$ cat src/rtl/lsu_unit.sv
// lsu_unit: load/store unit between the core and a req/gnt/rvalid data memory port.
// Forms aligned address, byte enables and replicated store data, returns
// sign/zero-extended load data, and flags misaligned/illegal accesses and timeouts.
module lsu_unit #(
  parameter int XLEN           = 32,
  parameter int TIMEOUT_CYCLES = 16
) (
  input  logic            clk_i,
  input  logic            rstn_i,
  input  logic            lsu_valid_i,
  output logic            lsu_ready_o,
  input  logic            lsu_we_i,
  input  logic [2:0]      lsu_funct3_i,
  input  logic [XLEN-1:0] lsu_addr_i,
  input  logic [XLEN-1:0] lsu_wdata_i,
  output logic            lsu_rvalid_o,
  output logic [XLEN-1:0] lsu_rdata_o,
  output logic            lsu_err_o,
  output logic            mem_req_o,
  input  logic            mem_gnt_i,
  output logic            mem_we_o,
  output logic [3:0]      mem_be_o,
  output logic [XLEN-1:0] mem_addr_o,
  output logic [XLEN-1:0] mem_wdata_o,
  input  logic            mem_rvalid_i,
  input  logic [XLEN-1:0] mem_rdata_i
);

  localparam logic [1:0] S_IDLE = 2'd0;
  localparam logic [1:0] S_REQ  = 2'd1;
  localparam logic [1:0] S_WAIT = 2'd2;

  localparam int               CNT_W       = (TIMEOUT_CYCLES > 1) ? $clog2(TIMEOUT_CYCLES) + 1 : 1;
  localparam int               TO_LAST_INT = (TIMEOUT_CYCLES > 0) ? TIMEOUT_CYCLES - 1 : 0;
  localparam logic [CNT_W-1:0] TO_LAST     = CNT_W'(TO_LAST_INT);
  localparam logic             TO_EN       = (TIMEOUT_CYCLES != 0);

  logic [1:0]      r_state;
  logic [CNT_W-1:0] r_cnt;
  logic [2:0]      r_funct3;
  logic [1:0]      r_byteOff;
  logic            r_req;
  logic            r_we;
  logic [3:0]      r_be;
  logic [XLEN-1:0] r_addr;
  logic [XLEN-1:0] r_wdata;
  logic            r_rvalid;
  logic            r_err;
  logic [XLEN-1:0] r_rdata;

  logic            w_accept;
  logic            w_illegal;
  logic            w_misaligned;
  logic            w_fault;
  logic            w_timeout;
  logic [3:0]      w_be;
  logic [XLEN-1:0] w_wdata;
  logic [XLEN-1:0] w_shifted;
  logic [XLEN-1:0] w_loadData;

  assign lsu_ready_o  = (r_state == S_IDLE);
  assign w_accept     = lsu_valid_i && lsu_ready_o;
  assign w_timeout    = TO_EN && (r_state != S_IDLE) && (r_cnt == TO_LAST);

  assign mem_req_o    = r_req;
  assign mem_we_o     = r_we;
  assign mem_be_o     = r_be;
  assign mem_addr_o   = r_addr;
  assign mem_wdata_o  = r_wdata;
  assign lsu_rvalid_o = r_rvalid;
  assign lsu_err_o    = r_err;
  assign lsu_rdata_o  = r_rdata;

  // Decode the incoming request: legality, alignment, byte enables and write lane replication
  always_comb begin
    w_illegal    = 1'b0;
    w_misaligned = 1'b0;
    w_be         = 4'b1111;
    w_wdata      = lsu_wdata_i;
    if (lsu_we_i) begin
      w_illegal = (lsu_funct3_i >= 3'd3);
    end else begin
      w_illegal = (lsu_funct3_i == 3'd3) || (lsu_funct3_i == 3'd6) || (lsu_funct3_i == 3'd7);
    end
    case (lsu_funct3_i[1:0])
      2'b00: begin
        w_be    = 4'b0001 << lsu_addr_i[1:0];
        w_wdata = {4{lsu_wdata_i[7:0]}};
      end
      2'b01: begin
        w_misaligned = lsu_addr_i[0];
        w_be         = 4'b0011 << lsu_addr_i[1:0];
        w_wdata      = {2{lsu_wdata_i[15:0]}};
      end
      default: begin
        w_misaligned = (lsu_addr_i[1:0] != 2'b00);
        w_be         = 4'b1111;
        w_wdata      = lsu_wdata_i;
      end
    endcase
    w_fault = w_illegal || w_misaligned;
  end

  // Extract and extend the addressed byte/half from the returned memory word
  always_comb begin
    w_shifted  = mem_rdata_i >> {r_byteOff, 3'b000};
    w_loadData = mem_rdata_i;
    case (r_funct3)
      3'd0:    w_loadData = {{(XLEN-8){w_shifted[7]}}, w_shifted[7:0]};
      3'd4:    w_loadData = {{(XLEN-8){1'b0}}, w_shifted[7:0]};
      3'd1:    w_loadData = {{(XLEN-16){w_shifted[15]}}, w_shifted[15:0]};
      3'd5:    w_loadData = {{(XLEN-16){1'b0}}, w_shifted[15:0]};
      default: w_loadData = mem_rdata_i;
    endcase
  end

  // Control FSM, memory request registers and timeout counter
  always_ff @(posedge clk_i or negedge rstn_i) begin
    if (!rstn_i) begin
      r_state   <= S_IDLE;
      r_cnt     <= '0;
      r_funct3  <= 3'd0;
      r_byteOff <= 2'd0;
      r_req     <= 1'b0;
      r_we      <= 1'b0;
      r_be      <= 4'b0000;
      r_addr    <= '0;
      r_wdata   <= '0;
    end else begin
      case (r_state)
        S_IDLE: begin
          if (w_accept) begin
            r_cnt <= '0;
            if (!w_fault) begin
              r_state   <= S_REQ;
              r_req     <= 1'b1;
              r_we      <= lsu_we_i;
              r_funct3  <= lsu_funct3_i;
              r_byteOff <= lsu_addr_i[1:0];
              r_be      <= w_be;
              r_addr    <= {lsu_addr_i[XLEN-1:2], 2'b00};
              r_wdata   <= w_wdata;
            end
          end
        end
        S_REQ: begin
          r_cnt <= r_cnt + CNT_W'(1);
          if (w_timeout) begin
            r_state <= S_IDLE;
            r_req   <= 1'b0;
          end else if (mem_gnt_i) begin
            r_state <= S_WAIT;
            r_req   <= 1'b0;
          end
        end
        S_WAIT: begin
          r_cnt <= r_cnt + CNT_W'(1);
          if (mem_rvalid_i || w_timeout) begin
            r_state <= S_IDLE;
          end
        end
        default: begin
          r_state <= S_IDLE;
          r_req   <= 1'b0;
        end
      endcase
    end
  end

  // Registered one-cycle response; data holds until the next response
  always_ff @(posedge clk_i or negedge rstn_i) begin
    if (!rstn_i) begin
      r_rvalid <= 1'b0;
      r_err    <= 1'b0;
      r_rdata  <= '0;
    end else begin
      r_rvalid <= 1'b0;
      r_err    <= 1'b0;
      if ((r_state == S_IDLE) && w_accept && w_fault) begin
        r_rvalid <= 1'b1;
        r_err    <= 1'b1;
        r_rdata  <= '0;
      end else if ((r_state == S_WAIT) && mem_rvalid_i) begin
        r_rvalid <= 1'b1;
        r_err    <= 1'b0;
        r_rdata  <= r_we ? '0 : w_loadData;
      end else if (w_timeout) begin
        r_rvalid <= 1'b1;
        r_err    <= 1'b1;
        r_rdata  <= '0;
      end
    end
  end

endmodule

$ cat config.mk
export PLATFORM = sky130hd
export DESIGN_NAME = lsu_unit
export DESIGN_NICKNAME = d
export VERILOG_FILES = /design/src/rtl/lsu_unit.sv
export SDC_FILE = /design/constraint.sdc
export NUM_CORES = 1
export LEC_CHECK = 0
export ABC_AREA = 1
export CAP_MARGIN = 20
export CORE_UTILIZATION = 40
export DETAILED_ROUTE_END_ITERATION = 8
export GPL_ROUTABILITY_DRIVEN = 0
export PLACE_DENSITY = 0.76
export SYNTH_ARGS = -nofsm -noshare
export SYNTH_HDL_FRONTEND = slang
export SYNTH_SLANG_ARGS = --single-unit
$ cat constraint.sdc
create_clock -name clk_i -period 1.5 [get_ports clk_i]
set_input_delay 0.375 -clock clk_i [delete_from_list [all_inputs] [get_ports clk_i]]
set_output_delay 0.375 -clock clk_i [all_outputs]
set_load 0.03 [all_outputs]
After elaboration in Yosys (flattened, before gate mapping)

Cells that the tools add are included.

Register bits: 114
Input bits: 105
Output and inout bits: 105
Word-level logic and storage cells: 81

Add/sub/neg operators: 1
Magnitude comparators: 1
Eq/ne operators: 14
Shifts and indexed selects: 3
Mux-type cells: 27
Bitwise operators: 2
Reductions and logical operators: 21

Operator list:

| operator                                        | number |
|---|---|
| 2-to-1 mux 32 bit                               | 4 |
| one-hot mux 32 bit (4 select lines)             | 1 |
| one-hot mux 32 bit (2 select lines)             | 1 |
| >> shifter 32 x 5 -> 16 bit                     | 1 |
| == test 3 bit, second input constant            | 4 |
| 2-to-1 mux 1 bit                                | 10 |
| 2-to-1 mux 2 bit                                | 5 |
| one-hot mux 5 bit (2 select lines)              | 1 |
| one-hot mux 4 bit (2 select lines)              | 1 |
| AND reduction 4 bit                             | 2 |
| one-hot mux 2 bit (3 select lines)              | 1 |
| nonzero test 2 bit                              | 3 |
| adder 5 x 1 -> 5 bit, second input constant     | 1 |
| == test 5 x 4 -> 1 bit, second input constant   | 1 |
| logical AND 1 bit                               | 5 |
| 2-to-1 mux 5 bit                                | 1 |
| == test 2 x 1 -> 1 bit, second input constant   | 2 |
| logical NOT 2 bit                               | 2 |
| logical OR 1 bit                                | 4 |
| != test 2 bit, second input constant            | 2 |
| left shift 1 x 2 -> 4 bit, first input constant | 1 |
| left shift 2 x 2 -> 4 bit, first input constant | 1 |
| == test 3 x 1 -> 1 bit, second input constant   | 1 |
| == test 3 x 2 -> 1 bit, second input constant   | 1 |
| other kinds (12)                                | 13 |

Longest topological paths before layout

Gate-level depths: netlist of run 1.

Word-level depth: 8
Mapped depth: 13
Depth with buffers taken out: 13

Least setup slack after synthesis of run 1

No wires, ideal clock.

Kind: register -> register
Start: reg r_state[0]
End: reg r_rdata[28], in the netlist lsu_rdata_o[28]
Library setup time: 76 ps
Data arrival time: 1778 ps
Data required time: 1424 ps
Slack: -354 ps
Cell stages (with the launch flop): 9
Path buffers: 2
Clock period less this slack: 1854 ps
Path through: dfrtp_1 inv_1 ha_1 buf_2 nor2_1 nor2_2 clkbuf_1 nand3_1 o21ai_1

Word-level cells in the longest chain between the ends: 5
Elaborated cells on any way between the ends: 11
Classes of those cells: eq/ne (1); mux (2); reduce/logical (8)

Ends and longest elaborated chain:

| element                                                                  | RTL line | RTL |
|---|---|---|
| from (decl)                                                              | 38       | `logic [1:0] r_state;` |
| from (signal assigned)                                                   | 120      | `r_state <= S_IDLE;` |
| from (signal assigned)                                                   | 135      | `r_state <= S_REQ;` |
| from (signal assigned)                                                   | 149      | `r_state <= S_IDLE;` |
| logical NOT 2 bit (*)                                                    | 61       | `assign lsu_ready_o = (r_state == S_IDLE);` |
| via lsu_ready_o                                                          | 11       | `output logic lsu_ready_o,` |
| logical AND 1 bit                                                        | 62       | `assign w_accept = lsu_valid_i && lsu_ready_o;` |
| logical AND 1 bit (*) (2 in series)                                      | 179      | `if ((r_state == S_IDLE) && w_accept && w_fault) begin` |
| nonzero test 3 bit (no line) / 2-to-1 mux 32 bit (equally long branches) | -        |  |
| to (signal assigned)                                                     | 186      | `r_rdata <= r_we ? '0 : w_loadData;` |
| to (decl)                                                                | 49       | `logic [XLEN-1:0] r_rdata;` |

The timed path passes the listed nets; every way through them passes the cells marked *.
A chain may end at the register's enable or synchronous reset.

Final worst setup path of run 1

Start: reg r_cnt[0]
End: reg r_state[1]

Word-level cells in the longest chain between the ends: 5
Elaborated cells on any way between the ends: 8
Classes of those cells: eq/ne (3); mux (2); reduce/logical (3)

Ends and longest elaborated chain:

| element                       | RTL line | RTL |
|---|---|---|
| from (decl)                   | 39       | `logic [CNT_W-1:0] r_cnt;` |
| from (signal assigned)        | 147      | `r_cnt <= r_cnt + CNT_W'(1);` |
| from (signal assigned)        | 157      | `r_cnt <= r_cnt + CNT_W'(1);` |
| == test 5 x 4 -> 1 bit (*)    | 63       | `assign w_timeout = TO_EN && (r_state != S_IDLE) && (r_cnt == TO_LAST);` |
| logical AND 1 bit (*)         | 63       |  |
| logical OR 1 bit              | 158      | `if (mem_rvalid_i \|\| w_timeout) begin` |
| != test 2 bit (no line)       | -        |  |
| AND reduction 4 bit (no line) | -        |  |
| to (signal assigned)          | 152      | `r_state <= S_WAIT;` |
| to (signal assigned)          | 159      | `r_state <= S_IDLE;` |
| to (signal assigned)          | 163      | `r_state <= S_IDLE;` |

Mark *: on every way between the ends. The rest lies on a longest branch, timed or not.

==> flow_metrics.tcl, run 1 <==
set metrics [dict create \
    place_worst_setup_slack_ps -485 \
    finalHoldViolations 0 \
    postSynthCellCount 692 \
    clock.fmax_mhz 596 \
    fin_setup_tns_ps -3610 \
    antenna_cells_inserted 0 \
    detailedRoute.firstPassIterationCount 5 \
    grt_max_degree 75 \
    final_cell_mix "nand2_1 (172), dfrtp_1 (114), clkdlybuf4s50_1 (96)" \
    synthDominantCellAreaShare 0.510 \
    timing.setup.critical_path_class "reg -> reg" \
    crit_path_max_fanout 4 \
    portBuffers 207 \
    worst_min_path_class "in -> async" \
    postRouteWirelength_um 20600 \
    power.density_nw_per_um2 2070 \
    fp-row-count 42 \
    total_power_mw 20.4 \
    clockRootBuffer "clkbuf_16" \
    layout_commonest_cell "nand2_1" \
    number_of_buffers_created_by_cts 17 \
    cp-end-kind "flip-flop" \
    global_route_wire_length_before_repair_um 30500 \
    dr.max_layer_used "met4" \
    violations_in_the_final_reports "setup timing" \
    yosysWarnings 0 \
    worstSkewPairLatency_ps 420 \
    status "complete, but fails checks" \
    cap_violations 0 \
    global_route.usage.total 0.275 \
    final-setup-viol-count 38 \
    post_route_cells_drive_above_1_share 0.323 \
    cts.reportedPaths.clkPinSlew_ps 50 \
    worst_slew_margin_relative_to_its_limit 0.649 \
    register_area_um2 2850 \
    floorplan.io_pins 210 \
    synth.largest_area_cell "dfrtp_1" \
    vdd_drop_max_mv 1.19 \
    post-place-cells 1090 \
    chipWidth_um 120 \
    nNetsFinal 1082 \
    initial_utilization 0.416 \
    clk_path_buf_depth 2 \
    worst_slack_setup_final_ps -179 \
    die_area_um2 14500 \
    slew_viol_final 0 \
    routed_wl_met3_um 1740 \
    timing.final.crit_period_ps 1680 \
    layout_worst_path_cycle_share 1.12 \
    detail_route.wl_per_cell_um 17.8 \
    detailroute.wirelength.met2_um 10300 \
    syn_area_um2 5600 \
    detail-route-antenna-nets 0 \
    core_region_area_um2 13500 \
    global_route.overflow_total 0 \
    sequential_share_of_the_synthesized_area 0.510 \
    post_synth.cell_area_avg_um2 8.09 \
    reg2regPathDepth 13 \
    detailedPlacementHpwl_um 12600 \
    vias_per_cell 5.29 \
    data_required_time_at_the_worst_endpoint_ps 1810 \
    drt_first_iter_violations 457 \
    instances_no_fill 1160 \
    ys_types 31 \
    multiInputGateArea_um2 2650 \
    netlist_top_cells_area "dfrtp_1 (51%), nand2_1 (13%), nand3_1 (9.3%), o21ai_1 (5.6%), a21oi_1 (2.3%)" \
    wl_met1_um 8020 \
    cts_tree "yes" \
    critPathLaunchType "flip-flop" \
    syn2layout_area_growth_pct 75.8 \
    timing.critical_path.arrival_ps 1990 \
    fill_cells 1017 \
    cts_max_level 4 \
    antenna_found_initial 0 \
    num_vias 6136 \
    power.leakage_nw 4.66 \
    detail_route.drc_violations 0 \
    die-height_um 120 \
    final_skew_ps 6.59 \
    grt_setup_unrepaired "true" \
    synth_seq_cells 114 \
    numClockSinks 114 \
    design_area_um2 9840 \
    via_count_of_the_first_global_routing_pass 5982 \
    dpl_cell_area_um2 8440 \
    worst_pin_slew_ps 527 \
]
[kinds of logic (layout without fill, tap and decap cells)]
logic type	count (synthesis)	count (layout)	share of synthesized area
AO/OA/AOI/OAI	128	128	0.123
AND/OR/NAND/NOR	357	359	0.284
other	1	2	0.000670
buffers and inverters	86	375	0.0698
flip-flops	114	114	0.510
adder cells (fa/ha/maj)	6	6	0.0134
[final timing paths]
check	slack (ps)	endpoint	start
max in group asynchronous	520	mem_addr_o[8]	rstn_i
worst min-delay path	290	lsu_rdata_o[0]	rstn_i
worst max register to register	-180	r_state[1]	r_cnt[0]
worst min register to register	470	mem_addr_o[8]	mem_addr_o[8]
min in group clk_i	390	r_funct3[0]	lsu_funct3_i[0]
worst max-delay path	-180	r_state[1]	r_cnt[0]
[where the power goes]
group / internal (mW) / switching (mW)
sequential: 4.32 / 0.967
clock: 3.02 / 1.43
combinational: 4.47 / 6.18
[repair_timing]
action | in CTS | in global routing
hold endpoints to repair | 1 | 0
gates cloned | 7 | 9
pin swaps | 12 | 18
setup buffers | 11 | 10
resized for setup | 290 | 102
hold buffers | 1 | 0
endpoints found under the setup margin | 193 | 132
[flip-flops by register name, summed over array words and instances, names as in the netlist]
name and cells:
r_state 2, mem_addr_o 30, r_byteOff 2, lsu_err_o 1
r_funct3 3, mem_we_o 1, lsu_rdata_o 32, mem_be_o 4
mem_wdata_o 32, mem_req_o 1, lsu_rvalid_o 1, r_cnt 5
[worst max-delay path: stages, from the launching register on]
cell and delay (ps):
dfrtp_1 350, ha_2 190, inv_2 40, nor3_2 110
ha_2 190, inv_2 40, nor2_4 140, nor2_2 60
nand2_1 80, o31ai_1 80, inv_1 100, nand2_1 80
nand2_1 60, nand2_1 50
[synthesized netlist by cell type]
cell type and number:
buf_6 3, nor2_4 1, inv_4 1, o21ai_1 63, ha_1 6, nand3_1 104, nand2_2 1, inv_1 34
buf_4 4, nand2_4 1, o21a_1 1, clkbuf_1 15, or2_2 14, o31ai_1 1, clkinv_1 1, a221oi_1 10
o21ai_0 24, a21oi_1 26, conb_1 1, nand3_2 3, inv_2 4, nor2_2 3, buf_1 2, nor3_1 3
a31oi_1 1, nand2_1 191, nor2_1 22, dfrtp_1 114, o22ai_1 2, buf_2 22, nand4_1 14
[layout make-up]
type | count | share of cell area
clock buffer | 22 | 0.0472
tap | 176 | 0.0224
timing repair buffer | 303 | 0.338
clock inverter | 10 | 0.0183
multi-input combinational | 495 | 0.269
inverter | 40 | 0.0156
sequential | 114 | 0.290
[stage by stage]
stage,hold WS (ps),utilization
after CTS,272,0.708
after detailed placement,173,0.627
final,293,0.731
after floorplan,79.4,-
after global placement,174,0.627
after global routing,298,0.731
[metal layers]
layer  up-vias  global-route usage
li1       2881                   -
met1      2911               0.319
met2       304               0.464
met3        40              0.0887
met4         0               0.122
met5         -                   0
(Power assumes the default switching activity.)
==> run 2: changes to the inputs <==
--- a/config.mk
+++ b/config.mk
@@ -7,6 +7,7 @@
 export LEC_CHECK = 0
 export ABC_AREA = 1
 export CAP_MARGIN = 20
+export CORE_MARGIN = 5
 export CORE_UTILIZATION = 40
 export DETAILED_ROUTE_END_ITERATION = 8
 export GPL_ROUTABILITY_DRIVEN = 0
==> run 2 against run 1 <==
Effect of this change:
- the run still ends with setup timing left
- sequential cell count stayed put
- non-clock buffer count decreased by 5
- register-to-register slack worse by 90 ps
- sequential share of layout area decreased by 0.87 points
- critical endpoint is now lsu_rdata_o[4]
==> flow_metrics.tcl, run 2 (synthesized netlist as in run 1, its figures left out) <==
set metrics [dict create \
    nNetsFinal 1075 \
    pwr-share-comb 0.542 \
    critPathLaunchType "flip-flop" \
    cts_tree "yes" \
    slew_viol_final 0 \
    worstPathCellList "ha_2 > inv_2 > nor3_4 > ha_2 > inv_2 > nor2_4 > nor2_4 > clkbuf_16 > nand3_1 > o21ai_1" \
    detail-route-antenna-nets 0 \
    global_route_wire_length_before_repair_um 31300 \
    detail_route.drc_violations 0 \
    detailedPlacementHpwl_um 12900 \
    cap_violations 0 \
    postRouteWirelength_um 21200 \
    total_power_mw 20.8 \
    switching_power_mw 8.95 \
    grt_max_degree 74 \
    critical_path.max_stage_delay_ps 390 \
    worst_slack_setup_final_ps -268 \
    worst_slew_margin_relative_to_its_limit 0.639 \
    final_skew_ps 11.5 \
    syn2layout_area_growth_pct 81.2 \
    numClockSinks 114 \
    crit_path_max_fanout 16 \
    grt_setup_unrepaired "true" \
    number_of_buffers_created_by_cts 17 \
    clock.fmax_mhz 566 \
    sequential_share_of_power 0.267 \
    violations_in_the_final_reports "setup timing" \
    layout_worst_path_cycle_share 1.18 \
    antenna_found_initial 2 \
    clockRootBuffer "clkbuf_16" \
    global_route.usage.total 0.243 \
    worst_min_path_class "in -> reg" \
    power.density_nw_per_um2 2050 \
    post-place-cells 1088 \
    fill_cells 965 \
    detail_route.wl_per_cell_um 18.3 \
    vdd_drop_max_mv 1.18 \
    timing.final.crit_period_ps 1770 \
    worstSkewPairLatency_ps 420 \
    vias_per_cell 5.35 \
    initial_utilization 0.405 \
    core_region_area_um2 13800 \
    via_count_of_the_first_global_routing_pass 6101 \
    cts.reportedPaths.clkPinSlew_ps 50 \
    chipWidth_um 128 \
    final_cell_mix "nand2_1 (121), dfrtp_1 (114), clkdlybuf4s50_1 (98)" \
    fp-row-count 43 \
    drt_first_iter_violations 557 \
    cp-end-kind "flip-flop" \
    fin_setup_tns_ps -7710 \
    cts_max_level 4 \
    worst_pin_slew_ps 541 \
    die-height_um 128 \
    power.leakage_nw 4.73 \
    instances_no_fill 1158 \
    timing.setup.critical_path_class "reg -> reg" \
    clk_path_buf_depth 2 \
    portBuffers 207 \
    power.switching_fraction 0.431 \
    timing.critical_path.arrival_ps 2090 \
    detailedRoute.firstPassIterationCount 6 \
    num_vias 6199 \
    post_route_cells_drive_above_1_share 0.392 \
    data_required_time_at_the_worst_endpoint_ps 1830 \
    layout_commonest_cell "nand2_1" \
    finalHoldViolations 0 \
    status "complete, but fails checks" \
    global_route.overflow_total 0 \
    slowest_stage "dfrtp_1" \
    clockPowerShare 0.191 \
    floorplan.io_pins 210 \
    cellInternalPower_mw 11.8 \
    final-setup-viol-count 74 \
    die_area_um2 16500 \
]
[run 2: changes by cell type in the layout (fill, tap and decap cells not counted), moves of 5 or more]
cell,delta
nand3_2,-8
nand2_2,+21
o21ai_2,+29
nand2_4,+29
buf_2,+5
clkdlybuf4s15_2,-8
nand2_1,-51
nand3_1,+6
buf_4,-5
o21ai_1,-29
[run 2: area by class of cell]
| class | count | area, um2 | share of cell area |
|---|---|---|---|
| repair buffers | 298 | 3320 | 0.327 |
| diodes | 2 | 5.00 | 0.000493 |
| multi-input cells | 493 | 3010 | 0.297 |
| inverters | 40 | 158 | 0.0155 |
| flip-flops and latches | 114 | 2850 | 0.281 |
| clock buffers | 26 | 499 | 0.0492 |
| clock inverters | 5 | 75.1 | 0.00740 |
| well taps | 180 | 225 | 0.0222 |
[run 2: worst max-delay path: cells and delay by family (launching register included)]
kind                     cells  cell delay [ps]
buffers and inverters        3              390
AND/OR/NAND/NOR              4              440
adder cells (fa/ha/maj)      2              370
flip-flops                   1              390
AO/OA/AOI/OAI                1              100
[run 2: path summary, 6_finish.rpt]
path                                start         endpoint  slack [ps]  cells after the start
max                              r_cnt[1]   lsu_rdata_o[4]        -270                     10
min                              lsu_we_i         mem_we_o         440                      3
max reg2reg                      r_cnt[1]   lsu_rdata_o[4]        -270                     10
min reg2reg                mem_addr_o[20]   mem_addr_o[20]         470                      2
max in group asynchronous          rstn_i   mem_addr_o[13]         520                      3
min in group asynchronous          rstn_i  lsu_rdata_o[14]         520                      3
[run 2: per-stage QoR]
| step | worst slack (ps) | hold slack, ps | cell area (um2) | utilization |
|---|---|---|---|---|
| 6_report | -268 | 439 | 10100 | 0.734 |
| 5_1_grt | -337 | 435 | 10100 | 0.734 |
| 4_1_cts | -196 | 400 | 9610 | 0.695 |
| 3_5_place_dp | -537 | 430 | 8380 | 0.606 |
| 3_3_place_gp | -515 | 428 | 8380 | 0.606 |
| 2_1_floorplan | -63.2 | 79.4 | 5710 | - |
[run 2: what timing repair did]
item | CTS | global route
pin swaps | 9 | 19
gates cloned | 8 | 9
hold buffers | 1 | 0
gates resized for setup | 290 | 217
endpoints found under the setup margin | 191 | 133
setup buffers | 21 | 4
hold endpoints to repair | 22 | 0
[run 2: power groups by stage]
stage,Clock (mW),Combinational [mW],Sequential [mW]
after floorplan,0,3.42,7.21
after global placement,0,9.89,5.22
after detailed placement,0,10.0,5.24
after CTS,4.00,10.5,5.23
after global routing,4.15,12.0,5.71
final,3.96,11.3,5.55
[run 2: routing by layer]
layer,wire length (um),up-vias,track usage
met5,0,-,0
met4,720,0,0.109
met3,2120,61,0.0825
met2,10500,330,0.394
met1,7900,2938,0.293
li1,-,2870,-
==> run 3: changes to the inputs <==
--- a/config.mk
+++ b/config.mk
@@ -9,6 +9,7 @@
 export CAP_MARGIN = 20
 export CORE_MARGIN = 5
 export CORE_UTILIZATION = 40
+export CTS_CLUSTER_SIZE = 10
 export DETAILED_ROUTE_END_ITERATION = 8
 export GPL_ROUTABILITY_DRIVEN = 0
 export PLACE_DENSITY = 0.76
==> results of run 3 <==
Final layout, timing and power as in run 2 (identical DEF).
